[src/rtl/relay_credit_tx.sv]
// relay_credit_tx: producer side of a credit-based relay link.
// Pops words from a local FWFT FIFO and launches them onto the link while
// credits are held. The far end returns one credit pulse per dequeued word.
// A flush request stops launching and waits for every credit to come home,
// which lets the link be quiesced or disconnected cleanly.
// Optional build macro RELAY_CREDIT_TX_OUTREG_EN registers link_valid/link_data,
// adding one cycle of launch latency; default build drives them combinationally.
module relay_credit_tx #(
  parameter  int DATA_WIDTH   = 32,
  parameter  int CREDITS      = 8,
  localparam int CREDIT_WIDTH = $clog2(CREDITS + 1)
) (
  input  logic                    clk,
  input  logic                    reset,
  input  logic                    src_empty_n,
  output logic                    src_read,
  input  logic [DATA_WIDTH-1:0]   src_dout,
  output logic                    link_valid,
  output logic [DATA_WIDTH-1:0]   link_data,
  input  logic                    credit_return,
  input  logic                    flush,
  output logic                    drained,
  output logic [CREDIT_WIDTH-1:0] credits_avail,
  output logic                    credit_error
);

  localparam logic [CREDIT_WIDTH-1:0] CREDITS_MAX  = CREDIT_WIDTH'(CREDITS);
  localparam logic [CREDIT_WIDTH-1:0] CREDITS_ZERO = {CREDIT_WIDTH{1'b0}};
  localparam logic [CREDIT_WIDTH-1:0] CREDITS_ONE  = CREDIT_WIDTH'(1);

  typedef enum logic [1:0] {
    ST_RUN   = 2'd0,
    ST_DRAIN = 2'd1,
    ST_DONE  = 2'd2
  } state_t;

  state_t                  state_r;
  state_t                  state_nxt_s;
  logic [CREDIT_WIDTH-1:0] credits_r;
  logic [CREDIT_WIDTH-1:0] credits_nxt_s;
  logic                    credit_error_r;
  logic                    credit_error_nxt_s;
  logic                    drained_r;
  logic                    fire_s;
  logic                    credits_full_s;
  logic                    credits_empty_s;
  logic                    out_idle_s;

  // Credit counter status flags.
  always_comb begin
    credits_full_s  = (credits_r == CREDITS_MAX);
    credits_empty_s = (credits_r == CREDITS_ZERO);
  end

  // Launch decision: only in RUN, never while flush is requested, and only
  // with data upstream and at least one credit in hand.
  always_comb begin
    fire_s = (state_r == ST_RUN) & ~flush & src_empty_n & ~credits_empty_s;
  end

  // Next credit count and sticky overflow flag; a launch and a return in the
  // same cycle cancel out.
  always_comb begin
    credits_nxt_s      = credits_r;
    credit_error_nxt_s = credit_error_r;
    case ({fire_s, credit_return})
      2'b10: begin
        credits_nxt_s = credits_r - CREDITS_ONE;
      end
      2'b01: begin
        if (credits_full_s) begin
          credit_error_nxt_s = 1'b1;
        end else begin
          credits_nxt_s = credits_r + CREDITS_ONE;
        end
      end
      default: begin
        credits_nxt_s = credits_r;
      end
    endcase
  end

  // Flush/drain sequencing. A drain, once started, always completes even if
  // flush drops, so the far end sees a consistent quiesce.
  always_comb begin
    state_nxt_s = state_r;
    case (state_r)
      ST_RUN: begin
        if (flush) begin
          state_nxt_s = ST_DRAIN;
        end else begin
          state_nxt_s = ST_RUN;
        end
      end
      ST_DRAIN: begin
        if (credits_full_s & out_idle_s) begin
          state_nxt_s = ST_DONE;
        end else begin
          state_nxt_s = ST_DRAIN;
        end
      end
      ST_DONE: begin
        if (!flush) begin
          state_nxt_s = ST_RUN;
        end else begin
          state_nxt_s = ST_DONE;
        end
      end
      default: begin
        state_nxt_s = ST_RUN;
      end
    endcase
  end

  // State, credit counter, error flag and registered drained decode.
  always_ff @(posedge clk) begin
    if (reset) begin
      state_r        <= ST_RUN;
      credits_r      <= CREDITS_MAX;
      credit_error_r <= 1'b0;
      drained_r      <= 1'b0;
    end else begin
      state_r        <= state_nxt_s;
      credits_r      <= credits_nxt_s;
      credit_error_r <= credit_error_nxt_s;
      drained_r      <= (state_nxt_s == ST_DONE);
    end
  end

`ifdef RELAY_CREDIT_TX_OUTREG_EN
  logic                  link_valid_r;
  logic [DATA_WIDTH-1:0] link_data_r;

  // Registered launch strobe; the credit was already consumed in the fire cycle.
  always_ff @(posedge clk) begin
    if (reset) begin
      link_valid_r <= 1'b0;
    end else begin
      link_valid_r <= fire_s;
    end
  end

  // Registered launch data, captured only on a launch (no reset needed).
  always_ff @(posedge clk) begin
    if (fire_s) begin
      link_data_r <= src_dout;
    end else begin
      link_data_r <= link_data_r;
    end
  end

  // A word still sitting in the output stage keeps the drain from finishing.
  always_comb begin
    out_idle_s = ~link_valid_r;
    link_valid = link_valid_r;
    link_data  = link_data_r;
  end
`else
  // Zero-latency launch: the FWFT head word goes straight onto the link.
  always_comb begin
    out_idle_s = 1'b1;
    link_valid = fire_s;
    link_data  = src_dout;
  end
`endif

  // Remaining outputs.
  always_comb begin
    src_read      = fire_s;
    drained       = drained_r;
    credits_avail = credits_r;
    credit_error  = credit_error_r;
  end

endmodule
[config.mk]
export PLATFORM = sky130hd
export DESIGN_NAME = relay_credit_tx
export DESIGN_NICKNAME = d
export VERILOG_FILES = /design/src/rtl/relay_credit_tx.sv
export SDC_FILE = /design/constraint.sdc
export NUM_CORES = 1
export LEC_CHECK = 0
export BUFFER_PORTS_ARGS = -buffer_cell sky130_fd_sc_hd__buf_4
export CAP_MARGIN = 20
export CORE_UTILIZATION = 38
export DETAILED_ROUTE_END_ITERATION = 7
export GPL_ROUTABILITY_DRIVEN = 0
export PLACE_DENSITY = 0.91
export RECOVER_POWER = 100
export SKIP_LAST_GASP = 1
export SLEW_MARGIN = 20
export SYNTH_ARGS = -nofsm -noshare
export SYNTH_HDL_FRONTEND = slang
export SYNTH_SLANG_ARGS = --single-unit
[constraint.sdc]
create_clock -name clk -period 5 [get_ports clk]
set_input_delay 1.25 -clock clk [delete_from_list [all_inputs] [get_ports clk]]
set_output_delay 1.25 -clock clk [all_outputs]
set_load 0.02 [all_outputs]
==> results.ini <==
[worst_hold_path]
hp-start=credit_error
holdPathStages=2
min_to=credit_error
hold_class=flip-flop to flip-flop

[critical_path]
crit_fanout=6
worst_ep_arrival_time_ns=2.41
r2r_setup_slack_ns=2.41
endpoint_kind=primary output
crit_path_cell_trace=clkbuf_1, or4b_1, nor2_1, clkbuf_1
cp_slowest_cell=or4b_1
slowest_delay_ns=0.58
rr_worst_depth=6
critPathKind=input pin to primary output
cpMostUsedCell=clkbuf_1
r2r_end=credits_avail[1]
r2r-start=state_r[0]
worstPathRequired_ns=3.75
critPathLaunchType=input pin

[clock_network]
clk_pin_slew_ns=0.05
cts_hold_buf=0
cts_root_buffer=clkbuf_4
cts_setup_buffers=0
cts-htree-levels=1
cts.sinks=8
clk_path_buf_depth=2
cts_resized=0
clock_latency_ns=0.25
cts_buffers=3
cts_tree=done

[route]
routedWlPerCell_um=14.32
wl_um=1403
ant_nets=0
vias_per_cell=5.622
first_iter_violations=26
route.detailed.drc=0
vias=551
dr.pass1.iters=4

[die]
io_pins=77
initial_core_util=0.4236
die_w_um=46.82
coreArea_sq_um=1802
rows=15
die_h_um=46.82
die_area_sq_um=2192

[grt]
grt_antenna_before_repair=0
grt_max_degree=13
grt_pass1_wl_um=2132
track_usage=0.1395
grt_pass1_vias=508
overflow=0

[timing]
hold_viol=0
clock.fmax_mhz=273.5
maxSlewViolCount=0
fin_setup_tns_ns=0
rsz0062_at_grt=false
min_period_over_period=0.7312
slew_headroom=0.4045
skew_ns=0.006395
min_period_ns=3.656
report.final.setup_viol=0
worst_pin_slew_ns=0.8808

[logic_synthesis]
netlist_top_cells_area=buf_4 32%, dfxtp_1 21%, a21oi_1 5.2%, xnor2_1 3.4%, ha_1 3.3%
synthMostInstantiatedCell=buf_4
mappedNetlistNets=133
yosysUniqueCellTypes=29
ys_ff_latch=8
synth_compound_area_frac=0.1721
syn_area_sq_um=763.2
ys_warn_count=0
synth_simple_gate_area_share=0.1656
seq_area_frac_synth=0.2098
syn_inst=93
synth.area.mux_share=0.01475
synth_top_area_frac=0.3246
synthAdderAreaFrac=0.05902
synth_common_cells=33 x buf_4, 8 x a21oi_1, 8 x dfxtp_1
postSynthAreaPerCell_sq_um=8.207
synth_edf_count=0
synth_top_family_by_area=buffers and inverters
synth-main-ff-cell=dfxtp_1
synth-xor-area-share=0.03443
synthArstFlopShare=0
yosysTopAreaCell=buf_4

[place]
dp_hpwl_um=1008
port_buffers=12
placed_area_sq_um=629.4

[layout]
drive_above_1_share=0.1233
design_area_sq_um=608.1
filler_cell_count=207
final_nets=115
register_area_sq_um=160.2
area_growth_pct=-20.33
antenna_cells=0
multi_input_area_sq_um=330.3

[power]
finalPower_uw=285.6
peakVddDrop_mv=0.1506
p_per_area_nw_per_um2=469.7
power_leakage_uw=0.0002120

[status]
status=finished, final reports clean

[flow_run]
drv.max_cap_violation_count=0

[power by group]
group | internal (uW) | switching (uW) | total (uW)
clock network | 27.4 | 20.5 | 47.8
logic | 51.7 | 83.5 | 135
registers | 79.9 | 22.7 | 103
[state kept, by name (all words and copies together) (netlist names)]
register,flops
credit_error,1
drained,1
credits_avail,4
state_r,2
[worst max path at each step]
stage / from / depth (start not counted) / slack (ns) / end
finish: flush / 4 / 1.34 / src_read
global route: flush / 4 / 1.27 / link_valid
CTS: flush / 4 / 1.47 / link_valid
detailed placement: flush / 4 / 1.47 / link_valid
global placement: flush / 4 / 1.49 / link_valid
floorplan: flush / 3 / 1.40 / src_read
[layout by cell type (no fill, tap or decap), types with 2 or more instances in the layout]
master	n
a21oi_1	8
clkbuf_1	9
nor2_1	4
buf_4	3
inv_1	2
ha_1	2
dfxtp_1	8
nand3b_1	2
a31oi_1	3
xnor2_1	3
nand2_1	2
nor4_1	2
nor3_1	4
clkbuf_4	3
o21ai_0	4
[logic make-up after synthesis]
| logic type | count (synthesis) |
|---|---|
| compound gates | 21 |
| xor+xnor | 3 |
| simple gates | 20 |
| buf+inv | 37 |
| fa+ha+maj | 3 |
| flops | 8 |
| mux | 1 |
[metrics by stage]
stage	utilization	hold WS, ns	worst slack (ns)	instances
6_report	0.3375	0.4884	1.344	98
5_1_grt	0.3375	0.5222	1.270	98
4_1_cts	0.3618	0.4739	1.470	98
3_5_place_dp	0.3493	0.4616	1.471	95
3_3_place_gp	0.3493	0.4544	1.493	95
2_1_floorplan	-	0.4879	1.396	93
[cell type report]
type | instances | area share
multi-input cells | 48 | 0.5432
flip-flops and latches | 8 | 0.2634
repair buffers | 12 | 0.09259
well taps | 25 | 0.05144
clock buffers | 3 | 0.03704
inverters | 2 | 0.01235
[metal layers]
metal  routed length [um]  vias up  track usage
li1                     -      261            -
met2                  662       45       0.2194
met4                   16        0      0.06286
met3                  199        4      0.07692
met1                  525      241       0.1546
met5                    0        -            0
[worst max-delay path, delay by kind of cell]
kind	cells	cell delay, ns
simple gates	2	0.79
buf+inv	2	0.36
Power figures use the tool's default switching activity.
